### src/rtl/pa_core_pcgen_bp_pkg.sv
// Shared constants and types for the PC generator and its branch target buffer.
package pa_core_pcgen_bp_pkg;

  localparam logic [31:0] PA_RESET_ADDR = 32'h0000_0000;

  typedef enum logic [1:0] {
    CTR_SNT = 2'b00,
    CTR_WNT = 2'b01,
    CTR_WT  = 2'b10,
    CTR_ST  = 2'b11
  } ctr_t;

  localparam ctr_t CTR_ALLOC = CTR_WT;

  // Two-bit saturating direction counter.
  function automatic ctr_t ctr_next(input ctr_t c, input logic taken);
    ctr_t n;
    n = c;
    case (c)
      CTR_SNT: n = taken ? CTR_WNT : CTR_SNT;
      CTR_WNT: n = taken ? CTR_WT  : CTR_SNT;
      CTR_WT:  n = taken ? CTR_ST  : CTR_WNT;
      default: n = taken ? CTR_ST  : CTR_WT;
    endcase
    return n;
  endfunction

endpackage

### src/rtl/pa_core_pcgen_bp_if.sv
// Fetch-address handshake between the PC generator (master) and the fetch stage.
interface pa_core_pcgen_bp_if #(
  parameter int unsigned XLEN = 32
);
  logic            pc_valid_o;
  logic            pc_ready_i;
  logic [XLEN-1:0] pc_o;
  logic            pred_taken_o;

  modport master (output pc_valid_o, output pc_o, output pred_taken_o, input pc_ready_i);
  modport slave  (input pc_valid_o, input pc_o, input pred_taken_o, output pc_ready_i);
endinterface

### src/rtl/pa_core_btb.sv
// Direct-mapped branch target buffer: combinational lookup, registered training, bulk clear.
module pa_core_btb
  import pa_core_pcgen_bp_pkg::*;
#(
  parameter int unsigned XLEN    = 32,
  parameter int unsigned ENTRIES = 8
) (
  input  logic            clk_i,
  input  logic            clr_i,
  input  logic [XLEN-1:0] lk_pc_i,
  output logic            lk_hit_o,
  output logic            lk_taken_o,
  output logic [XLEN-1:0] lk_target_o,
  input  logic            upd_valid_i,
  input  logic [XLEN-1:0] upd_pc_i,
  input  logic [XLEN-1:0] upd_target_i,
  input  logic            upd_taken_i
);
  localparam int unsigned IDX  = $clog2(ENTRIES);
  localparam int unsigned TAGW = XLEN - IDX - 2;

  logic [ENTRIES-1:0] vld_q;
  logic [TAGW-1:0]    tag_q [ENTRIES];
  logic [XLEN-1:0]    tgt_q [ENTRIES];
  ctr_t               ctr_q [ENTRIES];

  logic [IDX-1:0]  lk_idx, up_idx;
  logic [TAGW-1:0] lk_tag, up_tag;
  logic            up_hit;
  logic            unused_lsb;

  assign lk_idx = lk_pc_i[IDX+1:2];
  assign lk_tag = lk_pc_i[XLEN-1:IDX+2];
  assign up_idx = upd_pc_i[IDX+1:2];
  assign up_tag = upd_pc_i[XLEN-1:IDX+2];
  assign unused_lsb = ^{lk_pc_i[1:0], upd_pc_i[1:0]};

  assign lk_hit_o    = vld_q[lk_idx] & (tag_q[lk_idx] == lk_tag);
  assign lk_taken_o  = ctr_q[lk_idx][1];
  assign lk_target_o = tgt_q[lk_idx];
  assign up_hit      = vld_q[up_idx] & (tag_q[up_idx] == up_tag);

  // Lookup reads the pre-edge arrays, so a same-cycle update is only seen next cycle.
  always_ff @(posedge clk_i) begin
    if (clr_i) begin
      vld_q <= '0;
      ctr_q <= '{default: CTR_SNT};
    end else if (upd_valid_i) begin
      if (up_hit) begin
        ctr_q[up_idx] <= ctr_next(ctr_q[up_idx], upd_taken_i);
        if (upd_taken_i) tgt_q[up_idx] <= upd_target_i;
      end else if (upd_taken_i) begin
        vld_q[up_idx] <= 1'b1;
        ctr_q[up_idx] <= CTR_ALLOC;
        tag_q[up_idx] <= up_tag;
        tgt_q[up_idx] <= upd_target_i;
      end
    end
  end

endmodule

### src/rtl/pa_core_pcgen_bp.sv
// Program-counter generator: redirect/reset priority mux, fetch handshake, misalign check, BTB prediction.
module pa_core_pcgen_bp
  import pa_core_pcgen_bp_pkg::*;
#(
  parameter int unsigned     XLEN        = 32,
  parameter logic [XLEN-1:0] RESET_ADDR  = XLEN'(PA_RESET_ADDR),
  parameter int unsigned     BTB_ENTRIES = 8,
  parameter logic            C_EXT       = 1'b0
) (
  input  logic                 clk_i,
  input  logic                 rst_i,
  input  logic                 reset_flag_i,
  input  logic                 hold_flag_i,
  input  logic                 jump_flag_i,
  input  logic [XLEN-1:0]      jump_addr_i,
  pa_core_pcgen_bp_if.master   fetch_if,
  input  logic                 upd_valid_i,
  input  logic [XLEN-1:0]      upd_pc_i,
  input  logic [XLEN-1:0]      upd_target_i,
  input  logic                 upd_taken_i,
  output logic                 misalign_o,
  output logic [XLEN-1:0]      misalign_addr_o
);
  logic [XLEN-1:0] pc_q, pc_d;
  logic            run_q;
  logic            mis_q, mis_d;
  logic [XLEN-1:0] mis_addr_q, mis_addr_d;

  logic            btb_hit, btb_taken;
  logic [XLEN-1:0] btb_target;
  logic            valid, fire, pred, jump_misal;

  assign valid      = run_q & ~hold_flag_i;
  assign fire       = valid & fetch_if.pc_ready_i;
  assign pred       = valid & btb_hit & btb_taken;
  assign jump_misal = jump_addr_i[0] | (~C_EXT & jump_addr_i[1]);

  pa_core_btb #(
    .XLEN    (XLEN),
    .ENTRIES (BTB_ENTRIES)
  ) u_btb (
    .clk_i        (clk_i),
    .clr_i        (rst_i | reset_flag_i),
    .lk_pc_i      (pc_q),
    .lk_hit_o     (btb_hit),
    .lk_taken_o   (btb_taken),
    .lk_target_o  (btb_target),
    .upd_valid_i  (upd_valid_i),
    .upd_pc_i     (upd_pc_i),
    .upd_target_i (upd_target_i),
    .upd_taken_i  (upd_taken_i)
  );

  // Hold needs no branch: fire is already gated by it.
  always_comb begin
    pc_d       = pc_q;
    mis_d      = 1'b0;
    mis_addr_d = mis_addr_q;
    if (reset_flag_i) begin
      pc_d = RESET_ADDR;
    end else if (jump_flag_i) begin
      if (jump_misal) begin
        mis_d      = 1'b1;
        mis_addr_d = jump_addr_i;
      end else begin
        pc_d = jump_addr_i;
      end
    end else if (fire) begin
      pc_d = pred ? btb_target : pc_q + XLEN'(4);
    end
  end

  always_ff @(posedge clk_i) begin
    if (rst_i) begin
      pc_q       <= RESET_ADDR;
      run_q      <= 1'b0;
      mis_q      <= 1'b0;
      mis_addr_q <= '0;
    end else begin
      pc_q       <= pc_d;
      run_q      <= 1'b1;
      mis_q      <= mis_d;
      mis_addr_q <= mis_addr_d;
    end
  end

  assign fetch_if.pc_valid_o   = valid;
  assign fetch_if.pc_o         = pc_q;
  assign fetch_if.pred_taken_o = pred;
  assign misalign_o            = mis_q;
  assign misalign_addr_o       = mis_addr_q;

endmodule

### src/flat_wrapper.sv
// flat-port wrapper written by rule: the top's interface ports become plain ports
module pa_core_pcgen_bp_flat import pa_core_pcgen_bp_pkg::*;
#(
  parameter int unsigned     XLEN        = 32,
  parameter logic [XLEN-1:0] RESET_ADDR  = XLEN'(PA_RESET_ADDR),
  parameter int unsigned     BTB_ENTRIES = 8,
  parameter logic            C_EXT       = 1'b0
)
  (clk_i, rst_i, reset_flag_i, hold_flag_i, jump_flag_i, jump_addr_i, upd_valid_i, upd_pc_i, upd_target_i, upd_taken_i, misalign_o, misalign_addr_o, fetch_if_pc_valid_o, fetch_if_pc_o, fetch_if_pred_taken_o, fetch_if_pc_ready_i);
  pa_core_pcgen_bp_if #(.XLEN(XLEN)) fetch_if_i ();
  input  logic clk_i;
  input  logic rst_i;
  input  logic reset_flag_i;
  input  logic hold_flag_i;
  input  logic jump_flag_i;
  input  logic [XLEN-1:0] jump_addr_i;
  input  logic upd_valid_i;
  input  logic [XLEN-1:0] upd_pc_i;
  input  logic [XLEN-1:0] upd_target_i;
  input  logic upd_taken_i;
  output logic misalign_o;
  output logic [XLEN-1:0] misalign_addr_o;
  output wire logic [$bits(fetch_if_i.pc_valid_o)-1:0] fetch_if_pc_valid_o;
  output wire logic [$bits(fetch_if_i.pc_o)-1:0] fetch_if_pc_o;
  output wire logic [$bits(fetch_if_i.pred_taken_o)-1:0] fetch_if_pred_taken_o;
  input wire logic [$bits(fetch_if_i.pc_ready_i)-1:0] fetch_if_pc_ready_i;
  assign fetch_if_pc_valid_o = fetch_if_i.pc_valid_o;
  assign fetch_if_pc_o = fetch_if_i.pc_o;
  assign fetch_if_pred_taken_o = fetch_if_i.pred_taken_o;
  assign fetch_if_i.pc_ready_i = fetch_if_pc_ready_i;
  pa_core_pcgen_bp #(.XLEN(XLEN), .RESET_ADDR(RESET_ADDR), .BTB_ENTRIES(BTB_ENTRIES), .C_EXT(C_EXT)) u_core (.clk_i(clk_i), .rst_i(rst_i), .reset_flag_i(reset_flag_i), .hold_flag_i(hold_flag_i), .jump_flag_i(jump_flag_i), .jump_addr_i(jump_addr_i), .fetch_if(fetch_if_i), .upd_valid_i(upd_valid_i), .upd_pc_i(upd_pc_i), .upd_target_i(upd_target_i), .upd_taken_i(upd_taken_i), .misalign_o(misalign_o), .misalign_addr_o(misalign_addr_o));
endmodule
### config.mk
export PLATFORM = sky130hd
export DESIGN_NAME = pa_core_pcgen_bp_flat
export DESIGN_NICKNAME = d
export VERILOG_FILES = /design/src/rtl/pa_core_pcgen_bp_pkg.sv /design/src/rtl/pa_core_pcgen_bp_if.sv /design/src/rtl/pa_core_btb.sv /design/src/rtl/pa_core_pcgen_bp.sv /design/src/flat_wrapper.sv
export SDC_FILE = /design/constraint.sdc
export NUM_CORES = 1
export LEC_CHECK = 0
export CAP_MARGIN = 20
export CORE_AREA = 2 2 177 249
export CTS_CLUSTER_DIAMETER = 30
export CTS_CLUSTER_SIZE = 16
export DETAILED_ROUTE_END_ITERATION = 7
export DIE_AREA = 0 0 179 251
export HOLD_SLACK_MARGIN = 0.03
export PLACE_DENSITY_LB_ADDON = 0.25
export SLEW_MARGIN = 5
export SYNTH_ARGS = -nofsm -noshare
export SYNTH_HDL_FRONTEND = slang
export SYNTH_SLANG_ARGS = --single-unit
### constraint.sdc
create_clock -name clk_i -period 7 [get_ports clk_i]
set_input_delay 1.75 -clock clk_i [delete_from_list [all_inputs] [get_ports clk_i]]
set_output_delay 1.75 -clock clk_i [all_outputs]
set_load 0.03 [all_outputs]
; ---- Word level (Yosys, flattened, before mapping)
; Memory sizes are Yosys's and may differ from the RTL's. A register that Yosys moved wholly into a read port is not among the register bits.
; Cells that the tools add are included.
[classes]
add_sub_neg = 1
n_mul = 0
n_div = 0
magnitude_cmp = 6
n_eq_ne = 5
shifts = 0
muxes = 45
n_bitwise = 19
reduce_logical = 11
[op_table]
columns = cell, n
row1 = 32-bit two-way mux, 5
row2 = 27-bit == test, 2
row3 = "32-bit by 3-bit adder with 32-bit output, second input constant", 1
row4 = 16-bit two-way mux, 2
row5 = 2-bit two-way mux, 10
row6 = 16-bit bitwise mux, 1
row7 = 1-bit two-way mux, 16
row8 = 8-bit bitwise OR, 2
row9 = 2-bit binary-select mux with 3-bit select, 2
row10 = 3-bit two-way mux, 4
row11 = 8-bit AND, 1
row12 = "4-bit >= comparator, second input constant", 2
row13 = "3-bit by 4-bit less-than comparator with 1-bit output, second input constant", 2
row14 = 3-bit inverter with 4-bit output, 2
row15 = 8-bit inverter, 1
row16 = 1-bit AND, 6
row17 = 1-bit binary-select mux with 3-bit select, 2
row18 = 2-bit demux with 3-bit select, 1
row19 = 2-bit case mux with 3 select lines, 1
row20 = 3-bit AND reduction, 2
row21 = "4-bit by 1-bit less-than comparator with 1-bit output, second input constant", 1
row22 = 1-bit inverter, 4
row23 = 2-bit AND reduction, 2
row24 = 2-bit nonzero test, 2
row25 = other kinds (10), 13
[word_totals]
ff_bits = 90
latch_bits = 0
ramBits = 472
mem_bits_ro = 0
in_bits = 104
out_inout_bits = 67
wordCells = 102
n_memories = 2
[mem_list]
columns = name, words, width, rd, rd_ports_with_merged_regs, wr, line
row1 = u_core.u_btb.tgt_q, 8, 32, 1, 1, 1, pa_core_btb.sv:24  ; logic [XLEN-1:0] tgt_q [ENTRIES];
row2 = u_core.u_btb.tag_q, 8, 27, 2, 1, 1, pa_core_btb.sv:23  ; logic [TAGW-1:0] tag_q [ENTRIES];

; ---- Depth between registers and ports, before layout
[logic_depth]
ltp_word = 11
mapped_depth = 13
mapped_depth_nobuf = 8

; ---- Modules after synthesis
; Synthesis repeated with hierarchy kept, for this count alone.
[unflattened]
hier_cells = 1593
area_unflattened_um2 = 25044.0
[by_module_without_submodules]
columns = module, instances, cells_each, area_per_inst_um2, seq_area_each_um2
row1 = pa_core_btb, 1, 1115, 21491.9, 14654.1
row2 = pa_core_pcgen_bp, 1, 478, 3552.2, 1321.3

; ---- Worst setup path before layout
; Ideal clock, no wire load.
[synth_path]
path_type = input-to-reg
startpoint = in upd_pc_i[4]
endpoint = mem u_core.u_btb.tag_q[0][0] in the netlist's numbering, enable pin
setup_ns = 0.411
t_arrival_ns = 4.890
t_required_ns = 6.589
slack_ns = 1.699
stages = 11
n_path_buf = 5
cell_sequence = clkbuf_1 -> buf_2 -> buf_1 -> buf_1 -> mux2i_1 -> xnor2_1 -> nor4_1 -> nand4_1 -> o21bai_1 -> buf_2 -> nor2_1
[synth_between]
elab_chain_cells = 7
word_cells_on_any_way = 9
classes_between = 1 x eq/ne / 6 x mux / 1 x bitwise / 1 x memory
[synth_rtl]
columns = item, line
row1 = from (decl), flat_wrapper.sv:18  ; input logic [XLEN-1:0] upd_pc_i;
row2 = memory read 8 x 27 bit / 1-bit binary-select mux with 3-bit select (equally long branches), -
row3 = 27-bit == test / 1-bit two-way mux (equally long branches), pa_core_btb.sv:41  ; assign up_hit = vld_q[up_idx] & (tag_q[up_idx] == up_tag);
row4 = 1-bit AND, pa_core_btb.sv:41
row5 = 1-bit two-way mux, pa_core_btb.sv:49  ; if (up_hit) begin
row6 = 1-bit two-way mux, pa_core_btb.sv:48  ; end else if (upd_valid_i) begin
row7 = 1-bit two-way mux, pa_core_btb.sv:45  ; if (clr_i) begin
row8 = 1-bit two-way mux (not written as such), pa_core_btb.sv:55  ; tag_q[up_idx] <= up_tag;
row9 = to (decl), pa_core_btb.sv:23
; Parallel ways exist; a longest one is shown, timed or not. The select of a mux whose other input is x is not followed.

; ---- Worst setup path after layout
[layout_path]
startpoint = in hold_flag_i
endpoint = out fetch_if_pred_taken_o
[layout_between]
elab_chain_cells = 4
[layout_rtl]
columns = item, line
row1 = from (decl), flat_wrapper.sv:14  ; input logic hold_flag_i;
row2 = 1-bit inverter, pa_core_pcgen_bp.sv:33  ; assign valid = run_q & ~hold_flag_i;
row3 = 1-bit AND, pa_core_pcgen_bp.sv:33
row4 = 1-bit AND (2 in a row), pa_core_pcgen_bp.sv:35  ; assign pred = valid & btb_hit & btb_taken;
row5 = to (decl), flat_wrapper.sv:25  ; output wire logic [$bits(fetch_if_i.pred_taken_o)-1:0] fetch_if_pred_taken_o;
; No other way between the ends.

==> reports/metrics.cfg <==
[finish]
nets = 1978
stdcell_area_um2 = 30680
fill_cells = 2651
drive_above_1_share_pct = 18.74
syn2layout_area_growth_pct = 21.00
stdcell_count = 2496

[sta]
fin_setup_tns_ns = 0
post-route-min-period_ns = 5.992
fmax_mhz = 166.9
hold_viol = 0
slew_headroom_pct = 31.91
fin_ws_ns = 1.008
setup_viol = 0
fin_crit_sh_pct = 85.60
skew_ns = 0.01934
slew_violations = 0
rsz0062_at_grt = no
worstMarginPinSlew_ns = 1.021

[global_routing]
grt_pass1_vias = 17070
grt_max_degree = 98
grtUsageMet2_pct = 53.73
grt_first_pass_wirelength_um = 102800
overflow = 0
busiest_layer = met2
use_met1_pct = 37.17
grt_use_total_pct = 31.55
antenna_found_initial = 4
use_met3_pct = 6.382

[floorplanning]
die_w_um = 179
rows = 90
initial_core_util_pct = 59.42
die_area_um2 = 44930
die_height_um = 251
coreArea_um2 = 42680
io_pins = 171

[routing]
wl_per_cell_um = 28.07
drt_wl_total_um = 70050
drc = 0
vias = 16450
ant_nets = 0
post_drt_via_cell_ratio = 6.590
drt-initial-drc-count = 1722
drtPass1Iterations = 6

[power_and_ir_drop]
swShare_pct = 23.04
p_clk_share_pct = 51.2
switchingPower_mw = 1.991
power_frac_comb_pct = 5.8
p_int_mw = 6.651
p_per_area_nw_per_um2 = 281.7
power_leakage_nw = 9.990
max-vdd-ir-drop_mv = 0.3025
seqPwrFrac_pct = 43.0

[clock_network]
numCtsBuffers = 82
cts_hold_buf = 0
cts_htree_levels = 3
clk_pin_slew_ns = 0.06
clock_path_buffers = 3
ctsRootBufferMaster = clkbuf_16
tritoncts = done
cts.sinks = 565
cts-resized-gates = 0
postCtsSetupRepairBufs = 0
insertion_delay_ns = 0.63

[synth]
seq_area_frac_synth_pct = 63.23
synth_warnings = 0
ys_types = 68
syn-cell-area_um2 = 25360
ys_ff_latch = 565
avgSynthCellArea_um2 = 15.02
synth_edf_count = 472
synth_cells = 1688
netlist.area_leader.share_pct = 55.89
synthFlopType = edfxtp_1
synth_area_leader_cell = edfxtp_1
syn_nets = 1793
postSynth.asyncResetShare_pct = 0
ys_top_cells_by_area = edfxtp_1 (56%), mux4_2 (11%), dfxtp_1 (7.3%)

[flow_run]
max_cap_violations = 0

[setup_path]
cp.arrival_ns = 4.24
end_kind = output port
worstSetupStartpointType = input port
worstSetupPathType = input port to output port
rrSetupSlack_ns = 2.59
cp_max_fo = 2
critPathRequiredTime_ns = 5.25

[placement]
place_ws_ns = 1.024
gp_congestion = 0.9200
dpl_cell_area_um2 = 27670
port_buffers = 168
placedCellCount = 2340
dpl.hpwl_um = 43770

[outcome]
status = finished, final reports clean

[hold_path]
holdCritPathClass = flip-flop to flip-flop

[Yosys cell counts, types with 8 or more instances]
cell type and n:
a211o_1 8, a211oi_1 8, a21oi_1 49, a22o_1 9, a22oi_1 25, a31oi_1 33, and2_1 10, and3_1 17
buf_1 9, buf_2 34, buf_4 9, clkbuf_1 53, dfxtp_1 93, edfxtp_1 472, inv_1 8, mux2_2 16
mux2i_1 141, mux4_2 125, nand2_1 146, nand3_1 25, nand4_1 22, nor2_1 85, nor2b_1 18, nor3_1 21
o211a_1 8, o21ai_0 60, o31ai_1 8, xnor2_1 15, xor2_1 51
[power groups by stage]
stage               clock network (mW)  registers [mW]  logic [mW]
CTS                               4.46            3.71       0.496
global route                      4.60            3.72       0.527
detailed placement                   0            3.78       0.491
finish                            4.43            3.72       0.499
global placement                     0            3.78       0.481
floorplan                            0            3.79       0.261
[worst max-delay path: stages]
cell and delay, ns:
clkdlybuf4s50_1 0.48, nor2b_1 0.19, nand3_1 0.15, or4_1 0.56, nor4_1 0.18, nand4_1 0.17, inv_1 0.09, clkdlybuf4s50_1 0.66
[cells in the final DEF (no fill, tap or decap), types with 33 or more instances in the layout]
master,synthesis,routed
a31oi_1,33,33
mux2i_1,141,141
mux4_2,125,125
a21oi_1,49,49
clkdlybuf4s50_1,0,164
clkbuf_16,0,83
buf_4,9,39
nor2_1,85,68
nand2_1,146,146
o21ai_0,60,59
xor2_1,51,51
edfxtp_1,472,472
dfxtp_1,93,90
[logic make-up (layout without fill, tap and decap cells)]
kind of cell,Yosys count,count (layout),share of synthesized area (%)
other,0,2,0
adders and majority gates,3,3,0.1283
muxes,289,289,18.04
xor gates and xnor gates,66,66,2.279
buffers and inverters,121,375,2.334
and+or+nand+nor,394,394,7.534
AOI/OAI and AO/OA,250,250,6.449
DFF,565,565,63.23
[path summary, 6_finish.rpt]
| check | startpoint | endpoint | depth (start not counted) |
|---|---|---|---|
| worst max-delay path | hold_flag_i | fetch_if_pred_taken_o | 8 |
| worst min-delay path | u_core.misalign_addr_o[20]$_SDFFE_PP0P_ | u_core.misalign_addr_o[20]$_SDFFE_PP0P_ | 2 |
| worst max register to register | flip-flop | flip-flop | 11 |
| worst min register to register | u_core.misalign_addr_o[20]$_SDFFE_PP0P_ | u_core.misalign_addr_o[20]$_SDFFE_PP0P_ | 2 |
[sequential cells by signal, indices dropped and copies added, names as in the netlist, named ones only]
register,count
u_core.misalign_o,1
u_core.run_q,1
u_core.u_btb.ctr_q,16
u_core.fetch_if.pc_o,32
u_core.u_btb.vld_q,8
u_core.u_btb.tgt_q,256
u_core.u_btb.tag_q,216
u_core.misalign_addr_o,32
[final cells by class]
class | count | area (µm²) | share of cell area, %
well taps | 552 | 690.7 | 2.251
clock inverters | 64 | 900.9 | 2.936
inverters | 9 | 33.78 | 0.1101
clock buffers | 89 | 2100 | 6.842
diodes | 2 | 5.005 | 0.01631
multi-input cells | 1002 | 8827 | 28.77
flip-flops and latches | 565 | 16050 | 52.30
repair buffers | 213 | 2081 | 6.781
[metrics by stage]
stage	hold slack, ns	utilization [%]	total power [mW]
6_report	0.4586	71.90	8.643
5_1_grt	0.4717	71.90	8.845
3_3_place_gp	0.4419	64.83	4.259
4_1_cts	0.4579	71.86	8.672
2_1_floorplan	0.4339	-	4.049
3_5_place_dp	0.4489	64.83	4.273
[metal layers]
layer / part of all wire, % / up-vias
met3: 8.5 / 212
met2: 51 / 959
met1: 35 / 8221
met4: 5.3 / 2
li1: - / 7055
met5: 0.021 / -
No activity file was read; power rests on OpenSTA's default activity.
